[src/rtl/regfile_wb_arbiter.sv]
// Write-back arbiter + scoreboard: round-robin share of the single RF write port between ALU (A) and load return (B).
// Latency: handshake in N drives rf_we in N+1; ready/stall/operands are combinational. Optional forwarding: REGFILE_WB_BYPASS_EN.
// Backpressure: only the granted requester sees ready; issue holds while hazard_stall is high; no internal buffering.
module regfile_wb_arbiter #(
  parameter int DATA_WIDTH     = 32,
  parameter int REG_ADDR_WIDTH = 5,
  parameter int NUM_REGISTERS  = 32
) (
  input  logic                      clk,
  input  logic                      rst_n,
  input  logic                      a_valid,
  output logic                      a_ready,
  input  logic [REG_ADDR_WIDTH-1:0] a_rd,
  input  logic [DATA_WIDTH-1:0]     a_data,
  input  logic                      b_valid,
  output logic                      b_ready,
  input  logic [REG_ADDR_WIDTH-1:0] b_rd,
  input  logic [DATA_WIDTH-1:0]     b_data,
  input  logic                      claim_valid,
  input  logic [REG_ADDR_WIDTH-1:0] claim_rd,
  input  logic [REG_ADDR_WIDTH-1:0] rs1_addr,
  input  logic [REG_ADDR_WIDTH-1:0] rs2_addr,
  input  logic [DATA_WIDTH-1:0]     rs1_rf,
  input  logic [DATA_WIDTH-1:0]     rs2_rf,
  output logic [DATA_WIDTH-1:0]     rs1_data,
  output logic [DATA_WIDTH-1:0]     rs2_data,
  output logic                      hazard_stall,
  output logic                      rf_we,
  output logic [REG_ADDR_WIDTH-1:0] rf_waddr,
  output logic [DATA_WIDTH-1:0]     rf_wdata,
  output logic                      sb_err
);

  typedef struct packed {
    logic [REG_ADDR_WIDTH-1:0] rd;
    logic [DATA_WIDTH-1:0]     data;
  } wb_t;

  typedef enum logic {
    SRC_A = 1'b0,
    SRC_B = 1'b1
  } src_e;

  src_e                     rr_last;
  logic                     grant_a;
  logic                     grant_b;
  wb_t                      wb_win;
  logic [NUM_REGISTERS-1:0] pending;
  logic [NUM_REGISTERS-1:0] pending_nxt;
  logic                     rs1_byp;
  logic                     rs2_byp;
  logic                     rs1_haz;
  logic                     rs2_haz;
  logic                     waw_haz;
  logic                     claim_take;

  // Ready is gated by reset so nothing is accepted while the block is held in reset.
  always_comb begin
    grant_a = 1'b0;
    grant_b = 1'b0;
    if (rst_n) begin
      if (a_valid && b_valid) begin
        grant_a = (rr_last == SRC_B);
        grant_b = (rr_last == SRC_A);
      end else begin
        grant_a = a_valid;
        grant_b = b_valid;
      end
    end
  end

  assign a_ready = grant_a;
  assign b_ready = grant_b;
  assign wb_win  = grant_a ? wb_t'{rd: a_rd, data: a_data} : wb_t'{rd: b_rd, data: b_data};

`ifdef REGFILE_WB_BYPASS_EN
  assign rs1_byp = rf_we && (rf_waddr == rs1_addr) && (rs1_addr != '0);
  assign rs2_byp = rf_we && (rf_waddr == rs2_addr) && (rs2_addr != '0);
`else
  assign rs1_byp = 1'b0;
  assign rs2_byp = 1'b0;
`endif

  // pending[0] is never set, so x0 sources and destinations never stall.
  assign rs1_haz      = pending[rs1_addr] && !rs1_byp;
  assign rs2_haz      = pending[rs2_addr] && !rs2_byp;
  assign waw_haz      = pending[claim_rd];
  assign hazard_stall = claim_valid && (rs1_haz || rs2_haz || waw_haz);
  assign claim_take   = claim_valid && !hazard_stall;

  assign rs1_data = rs1_byp ? rf_wdata : rs1_rf;
  assign rs2_data = rs2_byp ? rf_wdata : rs2_rf;

  // Claim applied after retire so a same-cycle set on the retiring register wins.
  always_comb begin
    pending_nxt = pending;
    if (rf_we) begin
      pending_nxt[rf_waddr] = 1'b0;
    end
    if (claim_take) begin
      pending_nxt[claim_rd] = 1'b1;
    end
    pending_nxt[0] = 1'b0;
  end

  always_ff @(posedge clk or negedge rst_n) begin
    if (!rst_n) begin
      pending  <= '0;
      rr_last  <= SRC_A;
      rf_we    <= 1'b0;
      rf_waddr <= '0;
      rf_wdata <= '0;
      sb_err   <= 1'b0;
    end else begin
      pending <= pending_nxt;
      if (rf_we && !pending[rf_waddr]) begin
        sb_err <= 1'b1;
      end
      if (grant_a || grant_b) begin
        rr_last  <= grant_a ? SRC_A : SRC_B;
        rf_we    <= (wb_win.rd != '0);
        rf_waddr <= wb_win.rd;
        rf_wdata <= wb_win.data;
      end else begin
        rf_we <= 1'b0;
      end
    end
  end

  a_one_ready: assert property (@(posedge clk) disable iff (!rst_n) !(a_ready && b_ready));
  a_x0_clean:  assert property (@(posedge clk) disable iff (!rst_n) !pending[0]);

endmodule

[config.mk]
export PLATFORM = sky130hd
export DESIGN_NAME = regfile_wb_arbiter
export DESIGN_NICKNAME = d
export VERILOG_FILES = /design/src/rtl/regfile_wb_arbiter.sv
export SDC_FILE = /design/constraint.sdc
export NUM_CORES = 1
export LEC_CHECK = 0
export ABC_AREA = 0
export BUFFER_PORTS_ARGS = -buffer_cell sky130_fd_sc_hd__buf_2
export CORE_MARGIN = 2
export CORE_UTILIZATION = 46
export CTS_BUF_LIST = sky130_fd_sc_hd__clkbuf_4
export DETAILED_ROUTE_END_ITERATION = 6
export GPL_TIMING_DRIVEN = 0
export PLACE_DENSITY = 0.91
export SETUP_SLACK_MARGIN = 0.3
export SYNTH_ARGS = -nofsm -noshare
export SYNTH_HDL_FRONTEND = slang
export SYNTH_SLANG_ARGS = --single-unit
[constraint.sdc]
create_clock -name clk -period 4.2 [get_ports clk]
set_input_delay 0.84 -clock clk [delete_from_list [all_inputs] [get_ports clk]]
set_output_delay 0.84 -clock clk [all_outputs]
set_load 0.1 [all_outputs]
==> results.toml, run 1 <==
[run_status]
run_status = "completed"

[floorplan]
chipWidth_um = 105
initial_util_pct = 47.7
row_count = 36
core_area_um2 = 9860
die_height_um = 105
die_area_um2 = 11100
io_pins = 264

[clock_tree]
htree_num_levels = 3
cts.hold.buffers_added = 0
cts_sinks = 71
cts_made_buffers = 9
clock_path_buffers = 2
worst_skew_pair.late_latency_ps = 430
cts.reportedPaths.clkPinSlew_ps = 130
clock_tree_from_tritoncts = "built"
cts-root-buf = "sky130_fd_sc_hd__clkbuf_4"

[grt]
gr-usage-all-layers_pct = 26.1
grt_antenna_before_repair = 0
first_global_vias = 4482
global_route_wire_length_before_repair_um = 22900
globalRoute.totalOverflow = 0
grt_max_degree = 75

[detailed_routing]
detail_route.first_pass.iterations = 7
routed_wl_um = 15100
ant_nets = 0
post_drt_via_cell_ratio = 5.97
route.detailed.drc = 0
dr.first_iter.drc_count = 558
dr_total_vias = 4749
routedWlPerCell_um = 18.9

[synthesis]
postSynth.topFlopCell = "sky130_fd_sc_hd__dfrtp_1"
ys_ff_latch = 71
synth_nets = 609
yosysUniqueCellTypes = 46
mappedNetlistArea_um2 = 4710
yosys-top-cells-area = "sky130_fd_sc_hd__dfrtp_1, sky130_fd_sc_hd__buf_4, sky130_fd_sc_hd__mux4_2, sky130_fd_sc_hd__a222oi_1, sky130_fd_sc_hd__mux2i_1"
synth-async-reset-ratio_pct = 100
synth_largest_area_cell = "sky130_fd_sc_hd__dfrtp_1"
synth_warn = 0
syn_area_per_cell_um2 = 10.4
yosys.area.top_type_share_pct = 37.7
ys_seq_area_share_pct = 37.7
synth_edf_count = 0
synthCells = 451

[setup_path]
worst-path-max-fanout = 9
cp_top_family = "compound AO/OA/AOI/OAI gates"
worst_setup_path_start_kind = "input port"
setup.worst_path.end_class = "output pin"
worstSetupPathType = "input port to output pin"
critical_path.n_buffers_inverters = 3
worst_ep_arrival_time_ps = 2970
slowest_delay_ps = 490
crit_slowest_cell = "sky130_fd_sc_hd__mux4_2"
critical-path-top-cell-by-count = "sky130_fd_sc_hd__buf_6"
cp.required_ps = 3360
worstPathCellList = "buf_6, mux4_2, a221o_1, a2111oi_4, nand4_2, buf_6, and2_2, buf_6"

[sta]
hold_viol = 0
layout_setup_ws_ps = 394
setup-violations-final = 0
finalCritPeriodShare_pct = 90.6
rsz0062_at_grt = "no"
skew_ps = 19.6
fin_worst_hold_slack_ps = 388
period_minus_slack_ps = 3810
max_clock_freq_mhz = 263
tns_ps = 0
slew_viols_final = 0
worst_slew_pin_slew_ps = 675
slew_headroom_pct = 54.9

[pwr]
total_leakage_power_nw = 2.96
total_power_mw = 3.20
vdd_ir_drop_max_mv = 0.407
cellPowerDensity_nw_per_um2 = 529

[finish]
synthToLayoutAreaGrowth_pct = 28.4
area_of_combinational_cells_with_multiple_inputs_um2 = 2180
fin_area_um2 = 6040
seqCellArea_um2 = 1780
final.fill_count = 814
nNetsFinal = 816
final_core_utilization_pct = 61.3
layoutNonFillerInstCount = 796
antenna_cells = 0
proportion_of_layout_cells_with_a_drive_suffix_above_1_pct = 49.2

[placed_design]
dp_hpwl_um = 11500
io_buffers = 193
dp_slack_ps = -2.40
place.gp.congestion = 0.965
placed_cell_area_um2 = 5840
dpl.cell_count = 777

[hold_path]
min-delay-path-class = "input port to asynchronous set/reset pin"

[run]
max_cap_violations = 0
-- per-layer routing --
| layer | vias to the layer above | track usage, % | wire length (um) |
|---|---|---|---|
| met1 | 2226 | 32.7 | 5410 |
| met2 | 410 | 44.5 | 7500 |
| li1 | 2075 | - | - |
| met4 | 0 | 8.19 | 352 |
| met3 | 38 | 6.43 | 1810 |
| met5 | - | 0 | 0 |
-- cell type report --
cell class,instances,area share (%)
clock inverter,6,1.01
tap,133,2.75
multi-input combinational,248,36.0
inverter,37,2.30
sequential,71,29.4
clock buffer,10,1.24
timing repair buffer,196,16.6
buffer,95,10.7
-- worst paths after layout --
kind,slack [ps],depth (start not counted),to,from
setup / recovery,390,8,hazard_stall,claim_rd[0]
hold / removal,390,1,rf_wdata[7],rst_n
setup reg to reg,1400,8,pending[21],pending[10]
hold reg to reg,500,1,sb_err,sb_err
max in group asynchronous,3320,1,pending[19],rst_n
min in group clk,500,1,sb_err,sb_err
-- synth_stat cells, drive strengths merged, types with 3 or more instances --
master   instances
a222oi          32
a21oi            6
inv             37
nand3b          10
dfrtp           71
o31ai           31
mux2i           24
o22ai            3
or3              3
nand3            7
nor2             6
nand2           19
nor2b            6
mux4            18
mux2             5
or3b             7
nand2b           4
buf             72
o21ai           41
clkbuf          23
a2111oi          6
-- cells in the final DEF, fill, tap and decap left out, drive strengths merged, types with 2 or more instances in the layout --
| cell | n |
|---|---|
| mux2i | 24 |
| a2111oi | 6 |
| nor2 | 6 |
| clkinv | 5 |
| clkbuf | 33 |
| inv | 37 |
| nor2b | 6 |
| buf | 268 |
| o31ai | 31 |
| or3 | 3 |
| o21ai | 41 |
| a21oi | 6 |
| nand3 | 7 |
| a222oi | 32 |
| or4 | 2 |
| or3b | 7 |
| mux2 | 5 |
| dfrtp | 71 |
| nand2b | 4 |
| mux4 | 18 |
| nand2 | 19 |
| nand3b | 10 |
| a221oi | 2 |
| nand4 | 2 |
| o22ai | 3 |
-- registers in the layout (all words and copies together) (netlist names) --
| register | cells |
|---|---|
| sb_err | 1 |
| rf_wdata | 32 |
| rr_last | 1 |
| rf_waddr | 5 |
| pending | 31 |
| rf_we | 1 |
-- where the power goes --
| part | leakage [nW] | internal [mW] | switching [mW] |
|---|---|---|---|
| Clock | 0.0778 | 0.186 | 0.252 |
| Combinational | 2.05 | 0.517 | 1.11 |
| Sequential | 0.829 | 0.872 | 0.256 |
| Total | 2.96 | 1.58 | 1.62 |
-- what timing repair did --
action,in CTS,in global routing
resized for setup,6,8
endpoints found under the setup margin,1,3
pin swaps,1,2
buffers inserted,3,0
-- cells by family (layout without fill, tap and decap cells) --
family | after synthesis | count (layout) | share of synthesized area (%)
buffers and inverters | 132 | 344 | 16.4
AOI/OAI and AO/OA | 130 | 130 | 22.1
DFF | 71 | 71 | 37.7
and+or+nand+nor | 71 | 71 | 8.83
muxes | 47 | 47 | 14.9
Note: power is estimated with default switching activity, not from simulation.
==> run 2: changes to the inputs <==
--- a/config.mk
+++ b/config.mk
@@ -12,7 +12,7 @@
 export CTS_BUF_LIST = sky130_fd_sc_hd__clkbuf_4
 export DETAILED_ROUTE_END_ITERATION = 6
 export GPL_TIMING_DRIVEN = 0
-export PLACE_DENSITY = 0.91
+export PLACE_DENSITY = 0.83
 export SETUP_SLACK_MARGIN = 0.3
 export SYNTH_ARGS = -nofsm -noshare
 export SYNTH_HDL_FRONTEND = slang
==> results.toml, run 2 (synthesis results as in run 1) <==
[detailed_routing]
post_drt_via_cell_ratio = 5.96
dr_total_vias = 4741
routed_wl_um = 15100
ant_nets = 0
route.detailed.drc = 5
detail_route.first_pass.iterations = 7
dr.first_iter.drc_count = 553
routedWlPerCell_um = 19.0

[finish]
final.fill_count = 854
nNetsFinal = 816
max_ffs_per_register = 32
fin_area_um2 = 6050
synthToLayoutAreaGrowth_pct = 28.4
antenna_cells = 0
layout_common_cells = "sky130_fd_sc_hd__buf_2, sky130_fd_sc_hd__dfrtp_1, sky130_fd_sc_hd__buf_4, sky130_fd_sc_hd__inv_1, sky130_fd_sc_hd__o21ai_0"
max_flop_register = "rf_wdata"
proportion_of_layout_cells_with_a_drive_suffix_above_1_pct = 49.3
layout_commonest_cell = "sky130_fd_sc_hd__buf_2"
reg.largest.list = "rf_wdata x32, pending x31, rf_waddr x5"

[clock_tree]
worst_skew_pair.late_latency_ps = 450
clock_tree_from_tritoncts = "built"
cts-root-buf = "sky130_fd_sc_hd__clkbuf_4"
cts.reportedPaths.clkPinSlew_ps = 120
clock_path_buffers = 2
cts_made_buffers = 9
htree_num_levels = 3
cts.hold.buffers_added = 0
cts_sinks = 71

[floorplan]
initial_util_pct = 47.7
io_pins = 264
chipWidth_um = 105
die_area_um2 = 11100
core_area_um2 = 9860
die_height_um = 105
row_count = 36

[pwr]
switchingPower_mw = 1.62
power.sequential.fraction_pct = 35.3
clock_power_share_pct = 13.7
cellPowerDensity_nw_per_um2 = 528
total_leakage_power_nw = 2.96
cell_internal_power_mw = 1.57
pwr-share-comb_pct = 51.0
vdd_ir_drop_max_mv = 0.496
power.share.switching_pct = 50.9

[grt]
grt_antenna_before_repair = 0
routing_usage_on_met2_pct = 46.1
first_global_vias = 4645
globalRoute.totalOverflow = 0
gr-usage-all-layers_pct = 27.1
global_route_wire_length_before_repair_um = 23800
grt_util_met1_pct = 33.1
grt_util_met3_pct = 6.36
gr-max-usage-layer = "met2"
grt_max_degree = 75

[setup_path]
worst_setup_path_start_kind = "input port"
worst_ep_arrival_time_ps = 2990
worstSetupPathType = "input port to output pin"
worstReg2RegStart = "pending[11]"
setup.worst_path.end_class = "output pin"
reg2reg_slack_ps = 1540
worst-path-max-fanout = 9
cp.required_ps = 3360
reg2regPathDepth = 7
timing.rr.end = "pending[27]"

[run]
max_cap_violations = 0

[placed_design]
place.gp.congestion = 0.912
io_buffers = 193
placed_cell_area_um2 = 5840
dp_hpwl_um = 11600

[sta]
finalCritPeriodShare_pct = 91.2
hold_viol = 0
slew_viols_final = 0
rsz0062_at_grt = "no"
tns_ps = 0
worst_slew_pin_slew_ps = 688
slew_headroom_pct = 54.1
setup-violations-final = 0
skew_ps = 9.80
period_minus_slack_ps = 3830
max_clock_freq_mhz = 261

[hold_path]
min-delay-path-class = "input port to asynchronous set/reset pin"

[run_status]
violations_in_the_final_reports = "design-rule violations"
run_status = "finished, violations left"
==> run 2: stage by stage <==
stage	utilization (%)	cells	hold slack, ps	worst slack (ps)	power [mW]
after floorplan	-	451	479	435	2.34
after global placement	59.2	777	464	-202	2.67
after detailed placement	59.2	777	457	23.8	2.72
after CTS	61.0	794	417	305	3.16
after global routing	61.3	796	443	319	3.31
final	61.3	796	371	372	3.19
==> run 2: critical path, stage by stage <==
cell and delay (ps):
sky130_fd_sc_hd__buf_6 120, sky130_fd_sc_hd__mux4_2 500, sky130_fd_sc_hd__a221o_1 410, sky130_fd_sc_hd__a2111oi_4 350, sky130_fd_sc_hd__nand4_2 200, sky130_fd_sc_hd__buf_8 190
sky130_fd_sc_hd__and2_2 190, sky130_fd_sc_hd__buf_6 180
==> run 2: area by class of cell <==
| class | instances | area, um2 | share of cell area, % |
|---|---|---|---|
| buffer | 95 | 654 | 10.8 |
| sequential | 71 | 1780 | 29.4 |
| timing repair buffer | 196 | 1000 | 16.6 |
| clock buffer | 9 | 67.6 | 1.12 |
| clock inverter | 7 | 63.8 | 1.06 |
| multi-input combinational | 248 | 2180 | 36.0 |
| tap | 133 | 166 | 2.75 |
| inverter | 37 | 139 | 2.30 |
==> run 2: layer usage <==
metal | vias to the layer above | share of wire [%]
met4 | 0 | 3.0
met5 | - | 0
met2 | 382 | 50
met3 | 44 | 12
met1 | 2250 | 35
li1 | 2065 | -
==> run 2: worst max-delay path by stage <==
stage	startpoint	endpoint	slack [ps]	cells past startpoint
2_1_floorplan	rs1_addr[0]	hazard_stall	440	7
3_3_place_gp	rst_n	b_ready	-200	5
4_1_cts	claim_rd[0]	hazard_stall	300	8
5_1_grt	rst_n	b_ready	320	5
6_report	claim_rd[0]	hazard_stall	370	8
3_5_place_dp	rs2_addr[1]	hazard_stall	20	10
==> run 2: power groups by stage <==
stage | registers, mW | clock network, mW | logic, mW
3_5_place_dp | 1.12 | 0 | 1.60
4_1_cts | 1.11 | 0.435 | 1.61
2_1_floorplan | 1.44 | 0 | 0.898
6_report | 1.13 | 0.437 | 1.63
5_1_grt | 1.15 | 0.458 | 1.71
3_3_place_gp | 1.11 | 0 | 1.56
==> run 2: repair_timing <==
| item | in CTS | in global routing |
|---|---|---|
| endpoints found under the setup margin | 2 | 1 |
| resized for setup | 10 | 9 |
| setup buffers | 1 | 2 |
| pin swaps | 1 | 2 |
==> run 3: changes to the inputs <==
--- a/config.mk
+++ b/config.mk
@@ -9,7 +9,7 @@
 export BUFFER_PORTS_ARGS = -buffer_cell sky130_fd_sc_hd__buf_2
 export CORE_MARGIN = 2
 export CORE_UTILIZATION = 46
-export CTS_BUF_LIST = sky130_fd_sc_hd__clkbuf_4
+export CTS_BUF_LIST = sky130_fd_sc_hd__clkbuf_2 sky130_fd_sc_hd__clkbuf_4 sky130_fd_sc_hd__clkbuf_8
 export DETAILED_ROUTE_END_ITERATION = 6
 export GPL_TIMING_DRIVEN = 0
 export PLACE_DENSITY = 0.83
==> results.toml, run 3 (synthesis results as in run 1) <==
[floorplan]
row_count = 36
die_height_um = 105
die_area_um2 = 11100
initial_util_pct = 47.7
io_pins = 264
chipWidth_um = 105
core_area_um2 = 9860

[detailed_routing]
routedWlPerCell_um = 18.9
dr_total_vias = 4674
dr.first_iter.drc_count = 598
detail_route.first_pass.iterations = 7
post_drt_via_cell_ratio = 5.87
ant_nets = 0
routed_wl_um = 15000
route.detailed.drc = 14

[finish]
max_ffs_per_register = 32
reg.largest.list = "rf_wdata x32, pending x31, rf_waddr x5"
synthToLayoutAreaGrowth_pct = 29.9
antenna_cells = 0
final_core_utilization_pct = 62.0
layout_common_cells = "sky130_fd_sc_hd__buf_2, sky130_fd_sc_hd__dfrtp_1, sky130_fd_sc_hd__buf_4, sky130_fd_sc_hd__inv_1, sky130_fd_sc_hd__o21ai_0"
nNetsFinal = 816
proportion_of_layout_cells_with_a_drive_suffix_above_1_pct = 49.5
layout_commonest_cell = "sky130_fd_sc_hd__buf_2"
max_flop_register = "rf_wdata"

[sta]
period_minus_slack_ps = 3810
hold_viol = 0
max_clock_freq_mhz = 262
worst_slew_pin_slew_ps = 651
finalCritPeriodShare_pct = 90.8
setup-violations-final = 0
slew_headroom_pct = 56.5
slew_viols_final = 0
rsz0062_at_grt = "no"
layout_setup_ws_ps = 386
skew_ps = 7.67

[setup_path]
worstSetupPathType = "input port to output pin"
critical_path.n_buffers_inverters = 3
worst_ep_arrival_time_ps = 2970
cp_top_family = "compound AO/OA/AOI/OAI gates"
cp.required_ps = 3360
critical-path-top-cell-by-count = "sky130_fd_sc_hd__buf_6"
setup.worst_path.end_class = "output pin"
worst-path-max-fanout = 9
worstPathCellList = "buf_6, mux4_2, a221o_1, a2111oi_4, nand4_2, buf_8, and2_2, buf_6"
slowest_delay_ps = 500
reg2reg_slack_ps = 1580
worst_setup_path_start_kind = "input port"
crit_slowest_cell = "sky130_fd_sc_hd__mux4_2"

[grt]
grt_max_degree = 75
grt_antenna_before_repair = 0
gr-usage-all-layers_pct = 27.0
globalRoute.totalOverflow = 0
global_route_wire_length_before_repair_um = 23800
first_global_vias = 4628

[placed_design]
io_buffers = 193
place.gp.congestion = 0.912
dp_hpwl_um = 11600
dp_slack_ps = 23.8

[pwr]
total_power_mw = 3.31
vdd_ir_drop_max_mv = 0.497
total_leakage_power_nw = 2.99
cellPowerDensity_nw_per_um2 = 541

[clock_tree]
cts_made_buffers = 9
clock_path_buffers = 2
worst_skew_pair.late_latency_ps = 360
cts-root-buf = "sky130_fd_sc_hd__clkbuf_8"
htree_num_levels = 3
cts.hold.buffers_added = 0
cts.reportedPaths.clkPinSlew_ps = 80
cts_sinks = 71
clock_tree_from_tritoncts = "built"

[run_status]
run_status = "finished, violations left"
violations_in_the_final_reports = "design-rule violations"

[hold_path]
min-delay-path-class = "input port to asynchronous set/reset pin"

[run]
max_cap_violations = 0
run 3: changes by cell type in the layout (fill, tap and decap cells not counted), sizes merged:
cell and delta:
clkbuf +2, clkinv -1, buf -1
run 3: per-layer routing:
layer | GRT usage (%) | vias up | wire length (um)
met4 | 10.8 | 0 | 345
met2 | 45.6 | 345 | 7700
met3 | 6.36 | 35 | 1600
li1 | - | 2072 | -
met5 | 0 | - | 0
met1 | 33.3 | 2222 | 5390
run 3: layout make-up:
type,count,area (um2)
tap,133,166
clock buffer,10,138
fill,835,3750
timing repair buffer,196,1000
inverter,37,139
sequential,71,1780
clock inverter,6,60.1
multi-input combinational,248,2180
buffer,95,654
run 3: power breakdown:
part	internal [mW]	switching, mW	total (mW)
logic	0.519	1.10	1.62
clock network	0.287	0.275	0.562
registers	0.873	0.251	1.12
run 3: what timing repair did:
action | 4_1_cts | 5_1_grt
endpoints found under the setup margin | 2 | 2
gates resized for setup | 10 | 10
buffers inserted | 1 | 2
pin swaps | 1 | 2
run 3: per-stage QoR:
stage	hold WS, ps	TNS, ps	instances	instance area [um2]
after floorplan	479	0	451	4710
after global placement	464	-310	777	5840
after detailed placement	457	0	777	5840
after CTS	478	0	794	6080
after global routing	519	0	796	6110
final	480	0	796	6110
run 3: final timing paths:
path,from,to,cells past startpoint
setup / recovery,claim_rd[0],hazard_stall,8
setup reg to reg,pending[11],pending[27],7
hold / removal,rst_n,pending[25],1
max in group asynchronous,rst_n,pending[4],1
hold reg to reg,sb_err,sb_err,1
min in group clk,sb_err,sb_err,1
